===== src/rtl/spi_sram_slave.sv =====
// SPI mode-0 slave emulating a 23LC-style serial SRAM (READ/WRITE/RDSR, sequential mode).
// SPI pins are oversampled in the i_clk domain and drive a byte-wide RAM port.
module spi_sram_slave #(
    parameter int depth = 65536,
    parameter int aw = $clog2(depth)
) (
    input  logic          i_clk,
    input  logic          i_rst,
    input  logic          i_sclk,
    input  logic          i_cs_n,
    input  logic          i_mosi,
    output logic          o_miso,
    output logic          o_miso_oe,
    output logic [aw-1:0] o_addr,
    output logic [7:0]    o_wdata,
    output logic          o_we,
    output logic          o_re,
    input  logic [7:0]    i_rdata
);

    typedef enum logic [3:0] {
        IDLE, CMD, ADDR, RD_FETCH, RD_SHIFT,
        WR_SHIFT, WR_STROBE, STATUS, IGNORE
    } state_t;

    localparam logic [7:0] STATUS_VAL = 8'h40;

    state_t state, state_d;
    logic [1:0] sclk_s, cs_s, mosi_s;
    logic sclk_q, cs_q;
    logic [3:0] cnt, cnt_d;
    logic [1:0] fcnt, fcnt_d;
    logic [15:0] sh, sh_d, sh_in;
    logic rd, rd_d;
    logic miso_d, oe_d, we_d, re_d;
    logic [aw-1:0] addr_d;
    logic [7:0] wdata_d;
    logic cs_hi, cs_fall, sclk_rise, sclk_fall;

    assign cs_hi = cs_s[1];
    assign cs_fall = cs_q & ~cs_s[1];
    assign sclk_rise = ~cs_hi & sclk_s[1] & ~sclk_q;
    assign sclk_fall = ~cs_hi & ~sclk_s[1] & sclk_q;
    assign sh_in = {sh[14:0], mosi_s[1]};

    always_ff @(posedge i_clk) begin
        if (i_rst) begin
            sclk_s <= 2'b00;
            cs_s <= 2'b11;
            mosi_s <= 2'b00;
            sclk_q <= 1'b0;
            cs_q <= 1'b1;
            state <= IDLE;
            cnt <= '0;
            fcnt <= '0;
            sh <= '0;
            rd <= 1'b0;
            o_miso <= 1'b0;
            o_miso_oe <= 1'b0;
            o_addr <= '0;
            o_wdata <= '0;
            o_we <= 1'b1;
            o_re <= 1'b0;
        end else begin
            sclk_s <= {sclk_s[0], i_sclk};
            cs_s <= {cs_s[0], i_cs_n};
            mosi_s <= {mosi_s[0], i_mosi};
            sclk_q <= sclk_s[1];
            cs_q <= cs_s[1];
            state <= state_d;
            cnt <= cnt_d;
            fcnt <= fcnt_d;
            sh <= sh_d;
            rd <= rd_d;
            o_miso <= miso_d;
            o_miso_oe <= oe_d;
            o_addr <= addr_d;
            o_wdata <= wdata_d;
            o_we <= we_d;
            o_re <= re_d;
        end
    end

    always_comb begin
        state_d = state;
        cnt_d = cnt;
        fcnt_d = fcnt;
        sh_d = sh;
        rd_d = rd;
        miso_d = o_miso;
        oe_d = o_miso_oe;
        addr_d = o_addr;
        wdata_d = o_wdata;
        we_d = o_we;
        re_d = 1'b0;
        // A running write strobe always finishes before deselect takes effect
        if (cs_hi && state != WR_STROBE) begin
            state_d = IDLE;
            oe_d = 1'b0;
            cnt_d = '0;
        end else begin
            case (state)
                IDLE: begin
                    if (cs_fall) begin
                        state_d = CMD;
                        cnt_d = '0;
                        sh_d = '0;
                    end
                end
                CMD: begin
                    if (sclk_rise) begin
                        sh_d = sh_in;
                        cnt_d = cnt + 4'd1;
                        if (cnt == 4'd7) begin
                            cnt_d = '0;
                            case (sh_in[7:0])
                                8'h03: begin
                                    state_d = ADDR;
                                    rd_d = 1'b1;
                                end
                                8'h02: begin
                                    state_d = ADDR;
                                    rd_d = 1'b0;
                                end
                                8'h05: begin
                                    state_d = STATUS;
                                    sh_d = {8'h00, STATUS_VAL};
                                    miso_d = STATUS_VAL[7];
                                    oe_d = 1'b1;
                                end
                                default: state_d = IGNORE;
                            endcase
                        end
                    end
                end
                ADDR: begin
                    if (sclk_rise) begin
                        sh_d = sh_in;
                        cnt_d = cnt + 4'd1;
                        if (cnt == 4'd15) begin
                            cnt_d = '0;
                            addr_d = sh_in[aw-1:0];
                            if (rd) begin
                                state_d = RD_FETCH;
                                re_d = 1'b1;
                                fcnt_d = '0;
                            end else begin
                                state_d = WR_SHIFT;
                            end
                        end
                    end
                end
                RD_FETCH: begin
                    fcnt_d = fcnt + 2'd1;
                    if (fcnt == 2'd2) begin
                        state_d = RD_SHIFT;
                        sh_d = {8'h00, i_rdata};
                        miso_d = i_rdata[7];
                        oe_d = 1'b1;
                        cnt_d = '0;
                    end
                end
                RD_SHIFT, STATUS: begin
                    if (sclk_rise) begin
                        cnt_d = cnt + 4'd1;
                        if (cnt == 4'd7) begin
                            cnt_d = '0;
                            if (state == RD_SHIFT) begin
                                state_d = RD_FETCH;
                                addr_d = o_addr + aw'(1);
                                re_d = 1'b1;
                                fcnt_d = '0;
                            end else begin
                                sh_d = {8'h00, STATUS_VAL};
                                miso_d = STATUS_VAL[7];
                            end
                        end
                    end else if (sclk_fall && cnt != 4'd0) begin
                        // bit7 of each byte was already presented by the load
                        miso_d = sh[6];
                        sh_d = {8'h00, sh[6:0], 1'b0};
                    end
                end
                WR_SHIFT: begin
                    if (sclk_rise) begin
                        sh_d = sh_in;
                        cnt_d = cnt + 4'd1;
                        if (cnt == 4'd7) begin
                            cnt_d = '0;
                            wdata_d = sh_in[7:0];
                            we_d = 1'b0;
                            fcnt_d = '0;
                            state_d = WR_STROBE;
                        end
                    end
                end
                WR_STROBE: begin
                    fcnt_d = fcnt + 2'd1;
                    if (fcnt == 2'd1) begin
                        we_d = 1'b1;
                    end
                    if (fcnt == 2'd2) begin
                        addr_d = o_addr + aw'(1);
                        fcnt_d = '0;
                        cnt_d = '0;
                        state_d = cs_hi ? IDLE : WR_SHIFT;
                    end
                end
                IGNORE: begin
                end
                default: state_d = IDLE;
            endcase
        end
    end

endmodule


===== config.mk =====
export PLATFORM = sky130hd
export DESIGN_NAME = spi_sram_slave
export DESIGN_NICKNAME = d
export VERILOG_FILES = /design/src/rtl/spi_sram_slave.sv
export SDC_FILE = /design/constraint.sdc
export NUM_CORES = 1
export LEC_CHECK = 0
export ABC_AREA = 1
export CAP_MARGIN = 20
export CORE_ASPECT_RATIO = 0.8
export CORE_MARGIN = 4
export CORE_UTILIZATION = 40
export DETAILED_ROUTE_END_ITERATION = 8
export PLACE_DENSITY = 0.6
export SLEW_MARGIN = 20
export SYNTH_ARGS = -nofsm -noshare
export SYNTH_HDL_FRONTEND = slang
export SYNTH_SLANG_ARGS = --single-unit

===== constraint.sdc =====
create_clock -name i_clk -period 2.4 [get_ports i_clk]
set_input_delay 0.36 -clock i_clk [delete_from_list [all_inputs] [get_ports i_clk]]
set_output_delay 0.36 -clock i_clk [all_outputs]
set_load 0.02 [all_outputs]

==> results of run 1 <==
power groups by stage:
| stage | Sequential, µW | Combinational (µW) | Clock (µW) |
|---|---|---|---|
| global placement | 1060 | 67.3 | 0 |
| detailed placement | 1060 | 67.3 | 0 |
| CTS | 1040 | 67.5 | 1070 |
| global route | 1040 | 74.2 | 1110 |
| floorplan | 1060 | 34.2 | 0 |
| finish | 1040 | 67.2 | 1040 |
registers in the layout, indices dropped and copies added (netlist names):
register / cells
cnt: 4
cs_q: 1
cs_s: 2
fcnt: 2
mosi_s: 2
o_addr: 16
o_miso: 1
o_miso_oe: 1
o_re: 1
o_wdata: 8
o_we: 1
rd: 1
sclk_q: 1
sclk_s: 2
sh: 15
state: 4
worst min-delay path, delay by kind of cell (launching register included):
kind,cells,cell delay [ns]
AND/OR/NAND/NOR,1,0.03
flip-flops,1,0.30
buffers and inverters,1,0.04
layout make-up:
class,count,area share
Multi-Input combinational cell,429,0.4673
Sequential cell,62,0.2899
Timing Repair Buffer,48,0.1075
Inverter,58,0.05085
Tap cell,112,0.03273
Clock buffer,9,0.02893
Clock inverter,7,0.02279
placed cells by master (no fill, tap or decap), types with 4 or more instances in the layout:
cell / Yosys / layout
a21oi_1: 51 / 51
clkdlybuf4s50_1: 0 / 40
o21ai_0: 33 / 33
nand3b_1: 4 / 4
nand4_1: 6 / 6
o21a_1: 4 / 4
inv_1: 52 / 52
dfxtp_1: 62 / 62
buf_4: 2 / 8
nand3_1: 44 / 44
or2_2: 4 / 4
ha_1: 6 / 6
nor2_1: 79 / 79
inv_2: 6 / 6
nand2_2: 7 / 7
nand2_1: 166 / 166
clkbuf_8: 0 / 9
stage by stage:
stage / cell area [µm²] / worst slack, ns / instances
after CTS: 4282 / 0.4665 / 725
after global routing: 4282 / 0.1639 / 725
final: 4282 / 0.4403 / 725
after global placement: 4060 / 0.5374 / 709
after floorplan: 3553 / 0.7978 / 563
after detailed placement: 4060 / 0.4841 / 709
metal layers:
layer	share of wire	vias to the layer above	GRT usage
li1	-	1899	-
met1	0.52	1663	0.3093
met2	0.39	116	0.2692
met3	0.068	16	0.06336
met4	0.017	0	0.06507
met5	0	-	0
cell families after synthesis:
kind of cell	share of synthesized area
compound gates	0.1472
fa+ha+maj	0.02113
xor+xnor	0.007396
flops	0.3493
simple gates	0.3873
buf+inv	0.08768
worst max-delay path by stage:
stage                     slack [ns]  cells after the start        end
after floorplan                 0.80                     10   state[2]
after CTS                       0.47                     10   state[0]
final                           0.44                     10   state[0]
after global routing            0.16                     10   state[2]
after global placement          0.54                     10  o_addr[7]
after detailed placement        0.48                     10   state[0]
==> metrics.cfg, run 1 <==
[outcome]
status = finished, final reports clean

[worst_setup_path]
crit_path_top_delay_cell = dfxtp_1
path_cells = ha_1, nand2_1, nor2_1, nor2_1, nor2_1, nand2_1, nor2_1, nand2_1, nand2_1, a21oi_1
worst-path-buf-inv = 0
startpoint_type = register
r2r-end = state[0]
cp_top_family = simple AND/OR/NAND/NOR gates
r2r_cells = 10
cp.required_ns = 2.63
r2r-start = cnt[0]
crit_start = cnt[0]
worst-path-max-fanout = 5
regToRegSetupSlack_ns = 0.44
criticalPathCategory = reg2reg
cpPeakStageDelay_ns = 0.38
cp_data_arrival_time_ns = 2.19
end_kind = register

[placement]
port_buffers = 40
dp_hpwl_mm = 7.816
gp_congestion = 1.001

[timing]
finClkSkew_ns = 0.01199
tightest_slew_ns = 0.4283
max-slew-margin-rel = 0.7134
finalCritPeriodShare = 0.8165
timing.setup.tns_ns = 0
maxSlewViolCount = 0
whs_ns = 0.4052
fmax_ghz = 0.5103
hold_viol = 0
min_period_ns = 1.960
rsz0062_at_grt = no
setup_viol = 0

[cts]
cts-root-buf = clkbuf_8
numCtsBuffers = 9
cts_sinks = 62
cts_hold_buffers = 0
cts_resized = 0
clk_pin_slew_ns = 0.07
cts_tree = built
cts_max_path_buffers = 2
h-tree-depth = 3
worstSkewPairLatency_ns = 0.36
post_cts_buffers = 0

[synth]
yosysSeqAreaShare = 0.3493
ys_seq_elements = 62
synthCells = 563
syn_nets = 582
synthTopCellsByArea = dfxtp_1 (35%), nand2_1 (18%), nor2_1 (8.3%)
ys_types = 33
synth_flop_cell = dfxtp_1
ys.warnings.count = 0
yosys-top-cells-count = nand2_1 (166), nor2_1 (79), dfxtp_1 (62)
synth_area_mm2 = 0.003553
avgSynthCellArea_um2 = 6.312
synth_edf_count = 0
synth_top_cell_area_share = 0.3493
synthArstFlopShare = 0
synth_top_cell_by_area = dfxtp_1
post-synth-top-count-cell = nand2_1

[route]
drc = 0
wl_per_cell_um = 14.22
vias = 3694
viasPerCell = 5.095
postRouteAntennaNets = 0
routed_wl_mm = 10.31
firstDrtPassIters = 5
drt_iter0_drc = 286

[power_and_ir_drop]
pwr-share-seq = 0.484
ir_worst_vdd_uv = 327.1
p_int_uw = 1651
switching_power_uw = 494.5
p_clk_frac = 0.485
leakage_uw = 0.001732
finalPower_uw = 2145
swShare = 0.2305
power_frac_comb = 0.031
p_per_area_mw_per_mm2 = 501.0

[die]
die_w_um = 113.4
core_mm2 = 0.008558
io_pins = 41
initial_core_util = 0.4152
rows = 30
die_h_um = 92.30
dieArea_mm2 = 0.01046

[global_route]
grt_pass1_wl_mm = 16.67
first_global_vias = 3237
track_usage = 0.2040
grt_max_degree = 30
grt_overflow = 0
antenna_found_initial = 0

[finish]
multiInputGateArea_mm2 = 0.002001
fin_util = 0.5003
seq_area_mm2 = 0.001241
drive_gt1_frac = 0.08483
nets = 627
n_antenna_cell = 0
area.growth.synth_to_final_pct = 20.49
fillers = 910

[flow_run]
cap_violations = 0

[hold_path]
hp-class = reg2reg
hold_path_depth = 2
min_to = sclk_s[1]
min_from = sclk_s[0]

Power figures use the tool's default switching activity.
==> run 2: changes to the inputs <==
- clock period: 2.4 -> 1.9 ns (I/O delays scaled with it)
==> run 2 against run 1 <==
Net effect: global-route usage rose by 1.2 points; first-iteration DRC count rose by 17%; clock power rose by 16%; critical path depth fell by 9; sequential power rose by 26%; combinational power rose by 38%; sequential cell count did not move; die area did not move; routed wire length rose by 5.7%; utilization rose by 2.0 points; worst hold slack improved by 0.0012 ns.
==> metrics.cfg, run 2 (same netlist as run 1, synthesis figures left out) <==
[finish]
seq_area_mm2 = 0.001245
n_antenna_cell = 0
final_cell_mix = nand2_1 (165), nor2_1 (72), dfxtp_1 (59), inv_1 (52), a21oi_1 (50)
fillers = 896
area.growth.synth_to_final_pct = 25.42
drive_gt1_frac = 0.1288
regMostFlops = o_addr
largest_reg_flops = 16
fin_area_mm2 = 0.004457
finalNonFillerCells = 741
multiInputGateArea_mm2 = 0.002043
reg_top3 = o_addr (16), sh (15), o_wdata (8)
nets = 643
final_common_cell = nand2_1

[cts]
h-tree-depth = 3
clk_pin_slew_ns = 0.08
cts_tree = built
cts_max_path_buffers = 2
cts_hold_buffers = 0
worstSkewPairLatency_ns = 0.36
post_cts_buffers = 0
numCtsBuffers = 9
cts-root-buf = clkbuf_8
cts_sinks = 62

[power_and_ir_drop]
ir_worst_vdd_uv = 458.6
leakage_uw = 0.001816
finalPower_uw = 2614
p_per_area_mw_per_mm2 = 586.6

[worst_setup_path]
worst-path-max-fanout = 8
cpPeakStageDelay_ns = 0.67
worst-path-buf-inv = 1
cp_top_family = buffers and inverters
startpoint_type = register
end_kind = output pin
criticalPathCategory = reg2out
regToRegSetupSlack_ns = 0.11
path_cells = clkdlybuf4s50_1
cp.required_ns = 1.62
crit_path_top_delay_cell = clkdlybuf4s50_1
cp_data_arrival_time_ns = 1.52

[route]
routed_wl_mm = 10.90
drt_iter0_drc = 335
viasPerCell = 5.080
firstDrtPassIters = 5
postRouteAntennaNets = 0
vias = 3764
drc = 0
wl_per_cell_um = 14.71

[placement]
placed_cell_area_mm2 = 0.004205
port_buffers = 40
gp_congestion = 0.9618
post-place-ws_ns = -0.08779
dp_hpwl_mm = 8.226
post-place-cells = 725

[timing]
max-slew-margin-rel = 0.7249
tightest_slew_ns = 0.4112
setup_slack_ns = 0.09242
fmax_ghz = 0.5532
setup_viol = 0
finClkSkew_ns = 0.008158
whs_ns = 0.4064
min_period_ns = 1.808
maxSlewViolCount = 0
finalCritPeriodShare = 0.9514
hold_viol = 0

[die]
initial_core_util = 0.4152
io_pins = 41
dieArea_mm2 = 0.01046
core_mm2 = 0.008558
die_w_um = 113.4
rows = 30
die_h_um = 92.30

[outcome]
status = finished, final reports clean

[global_route]
first_global_vias = 3391
track_usage = 0.2157
antenna_found_initial = 0
grt_overflow = 0
grt_pass1_wl_mm = 17.55
grt_max_degree = 30

[flow_run]
cap_violations = 0

[hold_path]
hp-class = reg2reg

[run 2: changes by cell type in the layout (fill, tap and decap cells not counted), moves of 2 or more]
cell	before	now
buf_4	8	22
nor2_1	79	72
dfxtp_1	62	59
inv_6	1	4
nor2_4	1	4
inv_2	6	4
buf_12	0	2
nor2_2	3	7
dfxtp_2	0	3
[run 2: report_power, final]
group          internal [µW]  leakage [µW]  switching [µW]
combinational           41.2       0.00121            51.3
clock                    621      0.000101             590
sequential              1310      0.000502            4.58
[run 2: stage by stage]
stage | util | setup TNS [ns]
after detailed placement | 0.4914 | -0.3945
after CTS | 0.5158 | 0
after floorplan | - | 0
after global placement | 0.4914 | -0.09452
after global routing | 0.5208 | -0.04820
final | 0.5208 | 0
[run 2: metal layers]
metal / vias up / track usage / routed length [µm]
met5: - / 0 / 0
met4: 0 / 0.05506 / 109
met3: 9 / 0.06466 / 703
met2: 100 / 0.2816 / 4313
met1: 1726 / 0.3364 / 5775
li1: 1929 / - / -
[run 2: area by class of cell]
| cell class | instances | share of cell area |
|---|---|---|
| clock buffers | 9 | 0.02779 |
| clock inverters | 7 | 0.01741 |
| inverters | 58 | 0.04969 |
| multi-input cells | 429 | 0.4585 |
| flip-flops and latches | 62 | 0.2793 |
| well taps | 112 | 0.03144 |
| repair buffers | 64 | 0.1359 |
[run 2: what timing repair did]
action | CTS | global route
pin swaps | 0 | 1
endpoints found under the setup margin | 9 | 41
resized for setup | 3 | 16
[run 2: final timing paths]
kind         startpoint  cells after the start         to
max           o_addr[9]                      1  o_addr[9]
max reg2reg    state[1]                     10     sh[11]
min           mosi_s[0]                      2  mosi_s[1]
min reg2reg   mosi_s[0]                      2  mosi_s[1]
==> run 3: changes to the inputs <==
- HOLD_SLACK_MARGIN: not set -> 0.08
==> results of run 3 <==
Same layout as run 2: the final DEF is identical, and so are final timing and power.
